### src/rtl/traffic_timer_pkg.sv
// Shared definitions for the intersection timer and the light FSM:
// interval select encodings, timer state encoding, light colour codes,
// and a helper that maps an interval select onto its tick count.
package traffic_pkg;

    localparam logic [1:0] SEL_BASE = 2'b00;
    localparam logic [1:0] SEL_EXT  = 2'b01;
    localparam logic [1:0] SEL_YEL  = 2'b10;
    localparam logic [1:0] SEL_SUM  = 2'b11;

    typedef enum logic [1:0] {
        ST_IDLE = 2'b00,
        ST_RUN  = 2'b01,
        ST_DONE = 2'b10
    } timer_state_e;

    typedef enum logic [1:0] {
        LIGHT_RED    = 2'b00,
        LIGHT_GREEN  = 2'b01,
        LIGHT_YELLOW = 2'b10,
        LIGHT_OFF    = 2'b11
    } light_colour_e;

    // Tick count for an interval select; the sum is passed in pre-computed
    function automatic int interval_ticks(input logic [1:0] sel,
                                          input int t_base,
                                          input int t_ext,
                                          input int t_yel,
                                          input int t_sum);
        int ticks;
        case (sel)
            SEL_BASE: ticks = t_base;
            SEL_EXT:  ticks = t_ext;
            SEL_YEL:  ticks = t_yel;
            default:  ticks = t_sum;
        endcase
        return ticks;
    endfunction

endpackage

### src/rtl/traffic_timer_tick_prescaler.sv
// Free-running divide-by-DIV prescaler with synchronous clear.
// tick is high for one cycle when the count sits at DIV-1 while enabled.
module tick_prescaler #(
    parameter int DIV = 10
) (
    input  logic clk,
    input  logic rst,
    input  logic clear_i,
    input  logic en_i,
    output logic tick_o
);

    localparam int W = (DIV > 1) ? $clog2(DIV) : 1;

    logic [W-1:0] cnt_q;
    logic [W-1:0] cnt_d;

    assign tick_o = en_i && (cnt_q == W'(DIV - 1));

    // Next count: clear wins, otherwise count up and wrap on the tick
    always_comb begin
        cnt_d = cnt_q;
        if (clear_i) begin
            cnt_d = '0;
        end else if (en_i) begin
            cnt_d = tick_o ? '0 : cnt_q + W'(1);
        end
    end

    // Prescaler count register
    always_ff @(posedge clk) begin
        if (rst) begin
            cnt_q <= '0;
        end else begin
            cnt_q <= cnt_d;
        end
    end

endmodule

### src/rtl/traffic_timer.sv
// Interval timer and walk-request latch for the intersection light FSM.
// A start loads an interval (in ticks) and a one-cycle expired pulse
// marks its end; walk presses are held until the FSM acknowledges them.
// Optional build macro RESTART_EN: a start during a running interval
// reloads it and abandons the old one without an expired pulse.
module traffic_timer
    import traffic_pkg::*;
#(
    parameter int CLK_HZ  = 100_000_000,
    parameter int TICK_HZ = 1,
    parameter int T_BASE  = 6,
    parameter int T_EXT   = 3,
    parameter int T_YEL   = 2,
    parameter int CNT_W   = 4
) (
    input  logic             clk,
    input  logic             rst,
    input  logic             start_timer,
    input  logic [1:0]       interval_sel,
    input  logic             walk_req,
    input  logic             walk_ack,
    output logic             busy,
    output logic             expired,
    output logic [CNT_W-1:0] remaining,
    output logic             walk_pending
);

    localparam int DIV   = CLK_HZ / TICK_HZ;
    localparam int T_SUM = T_BASE + T_EXT;

    timer_state_e     state_q;
    logic             busy_q;
    logic             expired_q;
    logic [CNT_W-1:0] remaining_q;
    logic             walk_q;
    logic             walk_d;

    logic             tick;
    logic             accept;
    logic [CNT_W-1:0] load_val;

`ifdef RESTART_EN
    assign accept = start_timer;
`else
    assign accept = start_timer && (state_q != ST_RUN);
`endif

    // Interval length for the current select; a zero load becomes one tick
    always_comb begin
        load_val = CNT_W'(interval_ticks(interval_sel, T_BASE, T_EXT, T_YEL, T_SUM));
        if (load_val == '0) begin
            load_val = CNT_W'(1);
        end
    end

    tick_prescaler #(
        .DIV(DIV)
    ) u_prescaler (
        .clk    (clk),
        .rst    (rst),
        .clear_i(accept),
        .en_i   (state_q == ST_RUN),
        .tick_o (tick)
    );

    // Timer FSM with registered busy/expired/remaining outputs
    always_ff @(posedge clk) begin
        if (rst) begin
            state_q     <= ST_IDLE;
            busy_q      <= 1'b0;
            expired_q   <= 1'b0;
            remaining_q <= '0;
        end else begin
            expired_q <= 1'b0;
            case (state_q)
                ST_IDLE, ST_DONE: begin
                    if (accept) begin
                        state_q     <= ST_RUN;
                        busy_q      <= 1'b1;
                        remaining_q <= load_val;
                    end else begin
                        state_q     <= ST_IDLE;
                        busy_q      <= 1'b0;
                        remaining_q <= '0;
                    end
                end
                ST_RUN: begin
                    if (accept) begin
                        remaining_q <= load_val;
                    end else if (tick) begin
                        if (remaining_q == CNT_W'(1)) begin
                            state_q     <= ST_DONE;
                            busy_q      <= 1'b0;
                            expired_q   <= 1'b1;
                            remaining_q <= '0;
                        end else begin
                            remaining_q <= remaining_q - CNT_W'(1);
                        end
                    end
                end
                default: begin
                    state_q     <= ST_IDLE;
                    busy_q      <= 1'b0;
                    remaining_q <= '0;
                end
            endcase
        end
    end

    // Walk latch next value: a press wins over a simultaneous acknowledge
    always_comb begin
        walk_d = walk_q;
        if (walk_req) begin
            walk_d = 1'b1;
        end else if (walk_ack) begin
            walk_d = 1'b0;
        end
    end

    // Walk latch register, independent of the timer state
    always_ff @(posedge clk) begin
        if (rst) begin
            walk_q <= 1'b0;
        end else begin
            walk_q <= walk_d;
        end
    end

    assign busy         = busy_q;
    assign expired      = expired_q;
    assign remaining    = remaining_q;
    assign walk_pending = walk_q;

endmodule

### config.mk
export PLATFORM = sky130hd
export DESIGN_NAME = traffic_timer
export DESIGN_NICKNAME = d
export VERILOG_FILES = /design/src/rtl/traffic_timer_pkg.sv /design/src/rtl/traffic_timer_tick_prescaler.sv /design/src/rtl/traffic_timer.sv
export SDC_FILE = /design/constraint.sdc
export NUM_CORES = 1
export LEC_CHECK = 0
export ABC_AREA = 1
export ABC_CLOCK_PERIOD_IN_PS = 1700
export CAP_MARGIN = 25
export CORE_MARGIN = 1.5
export CORE_UTILIZATION = 48
export DETAILED_ROUTE_END_ITERATION = 7
export PLACE_DENSITY = 0.68
export SETUP_SLACK_MARGIN = 0.05
export SYNTH_ARGS = -nofsm -noshare
export SYNTH_HDL_FRONTEND = slang
export SYNTH_SLANG_ARGS = --single-unit
### constraint.sdc
create_clock -name clk -period 1.7 [get_ports clk]
set_input_delay 0.17 -clock clk [delete_from_list [all_inputs] [get_ports clk]]
set_output_delay 0.17 -clock clk [all_outputs]
set_load 0.02 [all_outputs]
==> results_dict.tcl, run 1 <==
set metrics [dict create \
    outcome "finished clean" \
    crit-reg2reg-launch "u_prescaler.cnt_q[0]" \
    worstPathBufferInverterCount 1 \
    num-nets-final 330 \
    first_pass_grt_wire_length_um 7200 \
    initial_utilization_pct 50.9 \
    finalMaxSlewViolations 0 \
    min_path_type "in -> reg" \
    hold_slack_ns 0.455 \
    io_buffer_count 13 \
    total_power_mw 1.82 \
    tritoncts.num_buffers 5 \
    static-leakage-power_nw 0.950 \
    nFillCells 397 \
    fmax_mhz 650 \
    cts.root.buffer_cell "clkbuf_8" \
    skew_ns 0.0102 \
    remaining_drc_errors 0 \
    design.die.area_um2 4730 \
    maxSlewHeadroom_pct 81.2 \
    layout.cells.non_filler 371 \
    avgViaCountPerCell 4.94 \
    chip_height_um 68.8 \
    finalHoldViolCount 0 \
    synthDistinctLibCells 30 \
    critical_path.cell_chain "clkdlybuf4s50_1" \
    post-route-worst-setup-slack_ns 0.161 \
    cts_sinks 36 \
    worst_stage_delay_on_the_critical_path_ns 0.66 \
    postRouteWirelength_um 4310 \
    drt_first_iter_violations 83 \
    globalplace.congestion 0.883 \
    grt-ovfl-total 0 \
    timing.critical_path.from "remaining[0]" \
    wl_per_cell_um 11.6 \
    routed-via-count 1831 \
    ff2ff_path_depth 9 \
    design.core.area_um2 4090 \
    io-pin-count 14 \
    placement_rows 23 \
    gr-usage-all-layers_pct 20.9 \
    synth-seq-cells 36 \
    yosysWarningCount 0 \
    fin_util_pct 58.6 \
    placed_cells 363 \
    synth-seq-area-share_pct 34.7 \
    clkSlewWorstSetupHoldPaths_ns 0.08 \
    cp.required_ns 1.53 \
    timing.final.crit_share_pct 90.5 \
    reg2reg_setup_slack_ns 0.21 \
    cts_htree_levels 2 \
    mappedNetlistArea_um2 2080 \
    critical-path-slowest-cell "clkdlybuf4s50_1" \
    netlist_instances 297 \
    arrival_ns 1.37 \
    detail-route-antenna-nets 0 \
    worstMarginPinSlew_ns 0.282 \
    power.ir.vdd_worst_mv 0.496 \
    grt_pass1_vias 1625 \
    tritoncts "done" \
    timing.critical_path.max_delay_family "buffers and inverters" \
    rr_endpoint "u_prescaler.cnt_q[5]" \
    logic_depth_of_the_worst_path_buffers_included 1 \
    crit_end "remaining[0]" \
    tns_ns 0 \
    final_layout_size_suffix_gt1_share_pct 17.1 \
    die_w_um 68.8 \
    clk-insertion-delay-late_ns 0.30 \
    drt_first_pass_iters 4 \
    cts_setup_buffers 0 \
    period_needed_ns 1.54 \
    areaGrowthSynthToFinish_pct 15.2 \
    dp_worst_setup_slack_ns 0.0468 \
    max-cap-violations 0 \
    path_max_fanout 5 \
    setup-violations-final 0 \
    worstSetupEndpointType "output pin" \
    cell_area_reported_after_detailed_placement_um2 2290 \
    grt_setup_unrepaired "false" \
    crit_type "reg -> out" \
    power.density_cell_area_nw_per_um2 762 \
    antennaDiodeCount 0 \
    number_of_antenna_violations_at_the_first_check_in_global_routing 0 \
    pin_count_of_the_biggest_net_entering_global_routing 15 \
    synth.avg_cell_area_um2 7.00 \
    detailedPlacementHpwl_um 3270 \
    syn_nets 307 \
    finish.instance_area_um2 2390 \
    cts_buffer_depth 2 \
    worst_setup_path_start_kind "register" \
]
[area by class of cell]
cell class	count	area [µm²]	area share, %
Tap cell	50	62.6	2.61
Timing Repair Buffer	19	175	7.31
Clock inverter	3	18.8	0.784
Clock buffer	5	68.8	2.87
Inverter	43	163	6.79
Multi-Input combinational cell	215	1180	49.4
Sequential cell	36	723	30.2
[cells in the mapped netlist (all sizes together)]
library cell | instances | area (µm²)
nand4 | 5 | 31.3
nand2 | 74 | 327
nand3 | 26 | 153
o21bai | 3 | 22.5
nor2 | 59 | 299
nor3b | 3 | 37.5
a21oi | 13 | 65.1
buf | 2 | 22.5
clkbuf | 1 | 3.75
ha | 3 | 37.5
o21ai | 6 | 30.0
nor3 | 11 | 65.1
xnor2 | 3 | 26.3
clkinv | 1 | 5.00
xor2 | 7 | 61.3
nand3b | 1 | 7.51
or2 | 1 | 6.26
inv | 42 | 158
dfxtp | 36 | 721
[cells by family after synthesis]
kind of cell / count (synthesis) / share of synthesized area (%)
fa+ha+maj: 3 / 1.81
buf+inv: 46 / 9.09
compound gates: 22 / 5.66
flops: 36 / 34.7
xor+xnor: 10 / 4.21
simple gates: 180 / 44.6
[cell usage in the layout, fill, tap and decap left out, types with 2 or more instances in the layout]
| master | instances |
|---|---|
| nor3_1 | 9 |
| xnor2_1 | 3 |
| nand2_2 | 6 |
| xor2_1 | 7 |
| dfxtp_2 | 2 |
| a21oi_1 | 13 |
| nor3b_2 | 3 |
| nor2_1 | 44 |
| ha_1 | 2 |
| nand3_1 | 23 |
| clkdlybuf4s50_1 | 13 |
| inv_1 | 39 |
| o21ai_0 | 5 |
| o21bai_1 | 3 |
| nand4_1 | 5 |
| clkbuf_8 | 5 |
| nand2_4 | 3 |
| nor2_8 | 2 |
| nor2_4 | 4 |
| inv_2 | 3 |
| clkinv_2 | 3 |
| nor3_2 | 2 |
| dfxtp_1 | 34 |
| nor2_2 | 9 |
| buf_4 | 6 |
| nand2_1 | 64 |
| nand3_2 | 2 |
[routing by layer]
layer,vias up,global-route usage (%),wire [µm]
li1,972,-,-
met3,9,6.98,212
met5,-,0,0
met4,0,6.62,65
met2,34,30.6,1820
met1,816,28.9,2210
[worst min path at each step]
stage	from	endpoint	slack, ns	cells past startpoint
6_report	walk_req	walk_pending	0.45	3
5_1_grt	walk_req	walk_pending	0.47	3
4_1_cts	walk_req	walk_pending	0.45	3
3_5_place_dp	busy	busy	0.47	2
3_3_place_gp	walk_pending	walk_pending	0.47	2
2_1_floorplan	walk_req	walk_pending	0.29	2
[registers in the layout, summed over array words and instances (netlist names)]
register,count
u_prescaler.cnt_q,27
remaining,4
state_q,2
busy,1
expired,1
walk_pending,1
[worst min-delay path, delay by kind of cell]
kind / cells / cell delay [ns]
AOI/OAI and AO/OA: 1 / 0.11
buffers and inverters: 1 / 0.39
and+or+nand+nor: 1 / 0.04
[what timing repair did]
action                     CTS  global route
setup endpoints to repair    8            17
pin swaps                    0             1
hold buffers                 0             0
gates resized for setup      1             5
[report_power, final]
| group | switching (mW) | internal [mW] |
|---|---|---|
| clock | 0.330 | 0.286 |
| combinational | 0.188 | 0.127 |
| sequential | 0.0231 | 0.871 |
| total | 0.541 | 1.28 |
Note: power is estimated with default switching activity, not from simulation.
==> run 2: changes to the inputs <==
--- a/config.mk
+++ b/config.mk
@@ -12,6 +12,7 @@
 export CORE_UTILIZATION = 48
 export DETAILED_ROUTE_END_ITERATION = 7
 export PLACE_DENSITY = 0.68
+export REMOVE_ABC_BUFFERS = 1
 export SETUP_SLACK_MARGIN = 0.05
 export SYNTH_ARGS = -nofsm -noshare
 export SYNTH_HDL_FRONTEND = slang
==> results_dict.tcl, run 2 (same netlist as run 1, synthesis figures left out) <==
set metrics [dict create \
    power.ir.vdd_worst_mv 0.505 \
    routedLengthMet1_um 2180 \
    areaGrowthSynthToFinish_pct 16.7 \
    initial_utilization_pct 50.9 \
    clkSlewWorstSetupHoldPaths_ns 0.07 \
    hold_buf_cts 0 \
    grt-ovfl-total 0 \
    cell_area_reported_after_detailed_placement_um2 2320 \
    placement_rows 23 \
    outcome "finished clean" \
    multi_input_gate_area_in_the_final_layout_um2 1180 \
    design.die.area_um2 4730 \
    num-nets-final 332 \
    worstMarginPinSlew_ns 0.297 \
    cts_setup_buffers 0 \
    grt_setup_unrepaired "true" \
    worst_setup_path_start_kind "register" \
    wl_per_cell_um 11.6 \
    cp.required_ns 1.88 \
    period_needed_ns 1.52 \
    chip_height_um 68.8 \
    io-pin-count 14 \
    skew_ns 0.00624 \
    fin_util_pct 59.3 \
    worstSetupEndpointType "register" \
    finalMaxSlewViolations 0 \
    remaining_drc_errors 0 \
    clk-insertion-delay-late_ns 0.29 \
    antennaDiodeCount 0 \
    post-route-worst-setup-slack_ns 0.176 \
    maxSlewHeadroom_pct 80.2 \
    cts.root.buffer_cell "clkbuf_8" \
    number_of_antenna_violations_at_the_first_check_in_global_routing 0 \
    tns_ns 0 \
    nFillCells 402 \
    dp_worst_setup_slack_ns 0.103 \
    cts_htree_levels 2 \
    finalHoldViolCount 0 \
    drt_first_iter_violations 78 \
    postRouteWirelength_um 4320 \
    fmax_mhz 656 \
    grt_pass1_vias 1604 \
    cts_buffer_depth 2 \
    timing.final.crit_share_pct 89.7 \
    largest_register_ff_count 27 \
    routed-wl-met2_um 1930 \
    power.density_cell_area_nw_per_um2 767 \
    detail-route-antenna-nets 0 \
    arrival_ns 1.70 \
    path_max_fanout 6 \
    final-seq-area_um2 722 \
    routed-via-count 1806 \
    max-cap-violations 0 \
    die_w_um 68.8 \
    detailedPlacementHpwl_um 3390 \
    top_register "u_prescaler.cnt_q" \
    static-leakage-power_nw 0.960 \
    setup-violations-final 0 \
    drt_first_pass_iters 4 \
    crit_type "reg -> reg" \
    pin_count_of_the_biggest_net_entering_global_routing 12 \
    most-common-layout-cells "64 x nand2_1, 45 x nor2_1, 39 x inv_1" \
    first_pass_grt_wire_length_um 7240 \
    avgViaCountPerCell 4.84 \
    final_layout_size_suffix_gt1_share_pct 17.0 \
    globalplace.congestion 0.845 \
    gr-usage-all-layers_pct 20.8 \
    tritoncts.num_buffers 5 \
    io_buffer_count 13 \
    met3_length_um 154 \
    highest_layer "met4" \
    tritoncts "done" \
    cts_sinks 36 \
    finish.instance_area_um2 2420 \
    min_path_type "in -> reg" \
    layout.cells.most_common "nand2_1" \
    design.core.area_um2 4090 \
]
[run 2: cell types whose count changed in the layout (fill, tap and decap cells not counted), sizes merged]
cell / before / now
buf: 6 / 8
clkinvlp: 0 / 1
clkbuf: 5 / 7
clkinv: 4 / 1
[run 2: path summary, 6_finish.rpt]
path / start / to / slack [ns] / depth (start not counted)
worst max register to register: u_prescaler.cnt_q[1] / u_prescaler.cnt_q[15] / 0.18 / 9
worst max-delay path: u_prescaler.cnt_q[1] / u_prescaler.cnt_q[15] / 0.18 / 9
worst min-delay path: walk_req / walk_pending / 0.47 / 3
worst min register to register: u_prescaler.cnt_q[0] / u_prescaler.cnt_q[0] / 0.49 / 2
[run 2: timing repair]
| action | CTS | global route |
|---|---|---|
| setup endpoints to repair | 0 | 23 |
| hold endpoints to repair | 0 | 0 |
| resized for setup | 0 | 4 |
[run 2: through the flow]
step	hold slack [ns]	cells	power (mW)
floorplan	0.239	294	1.11
global placement	0.475	365	1.25
global route	0.518	373	1.96
finish	0.474	373	1.86
CTS	0.469	373	1.88
detailed placement	0.480	365	1.24
[run 2: critical path, cell delays in order, from the launching register on]
cell	delay (ns)
dfxtp_1	0.36
ha_2	0.20
inv_1	0.07
nor2_4	0.15
nand2_4	0.08
nor2_4	0.14
nand3_4	0.10
nand2_2	0.09
buf_4	0.16
nor3b_2	0.05
[run 2: where the power goes]
| group | internal [mW] | total [mW] | leakage, nW | switching (mW) |
|---|---|---|---|---|
| Sequential | 0.871 | 0.897 | 0.292 | 0.0257 |
| Combinational | 0.140 | 0.329 | 0.624 | 0.189 |
| Clock | 0.329 | 0.634 | 0.0445 | 0.305 |
| Total | 1.34 | 1.86 | 0.960 | 0.520 |
[run 2: cell type report]
class                           instances  area share, %
Clock buffer                            7           3.56
Sequential cell                        36           29.8
Clock inverter                          1          0.310
Inverter                               43           6.71
Tap cell                               50           2.58
Multi-Input combinational cell        215           48.7
Timing Repair Buffer                   21           8.36
[run 2: layer usage]
layer	global-route usage [%]	up-vias
met4	8.09	0
li1	-	979
met1	27.6	799
met2	32.7	24
met5	0	-
met3	4.87	4
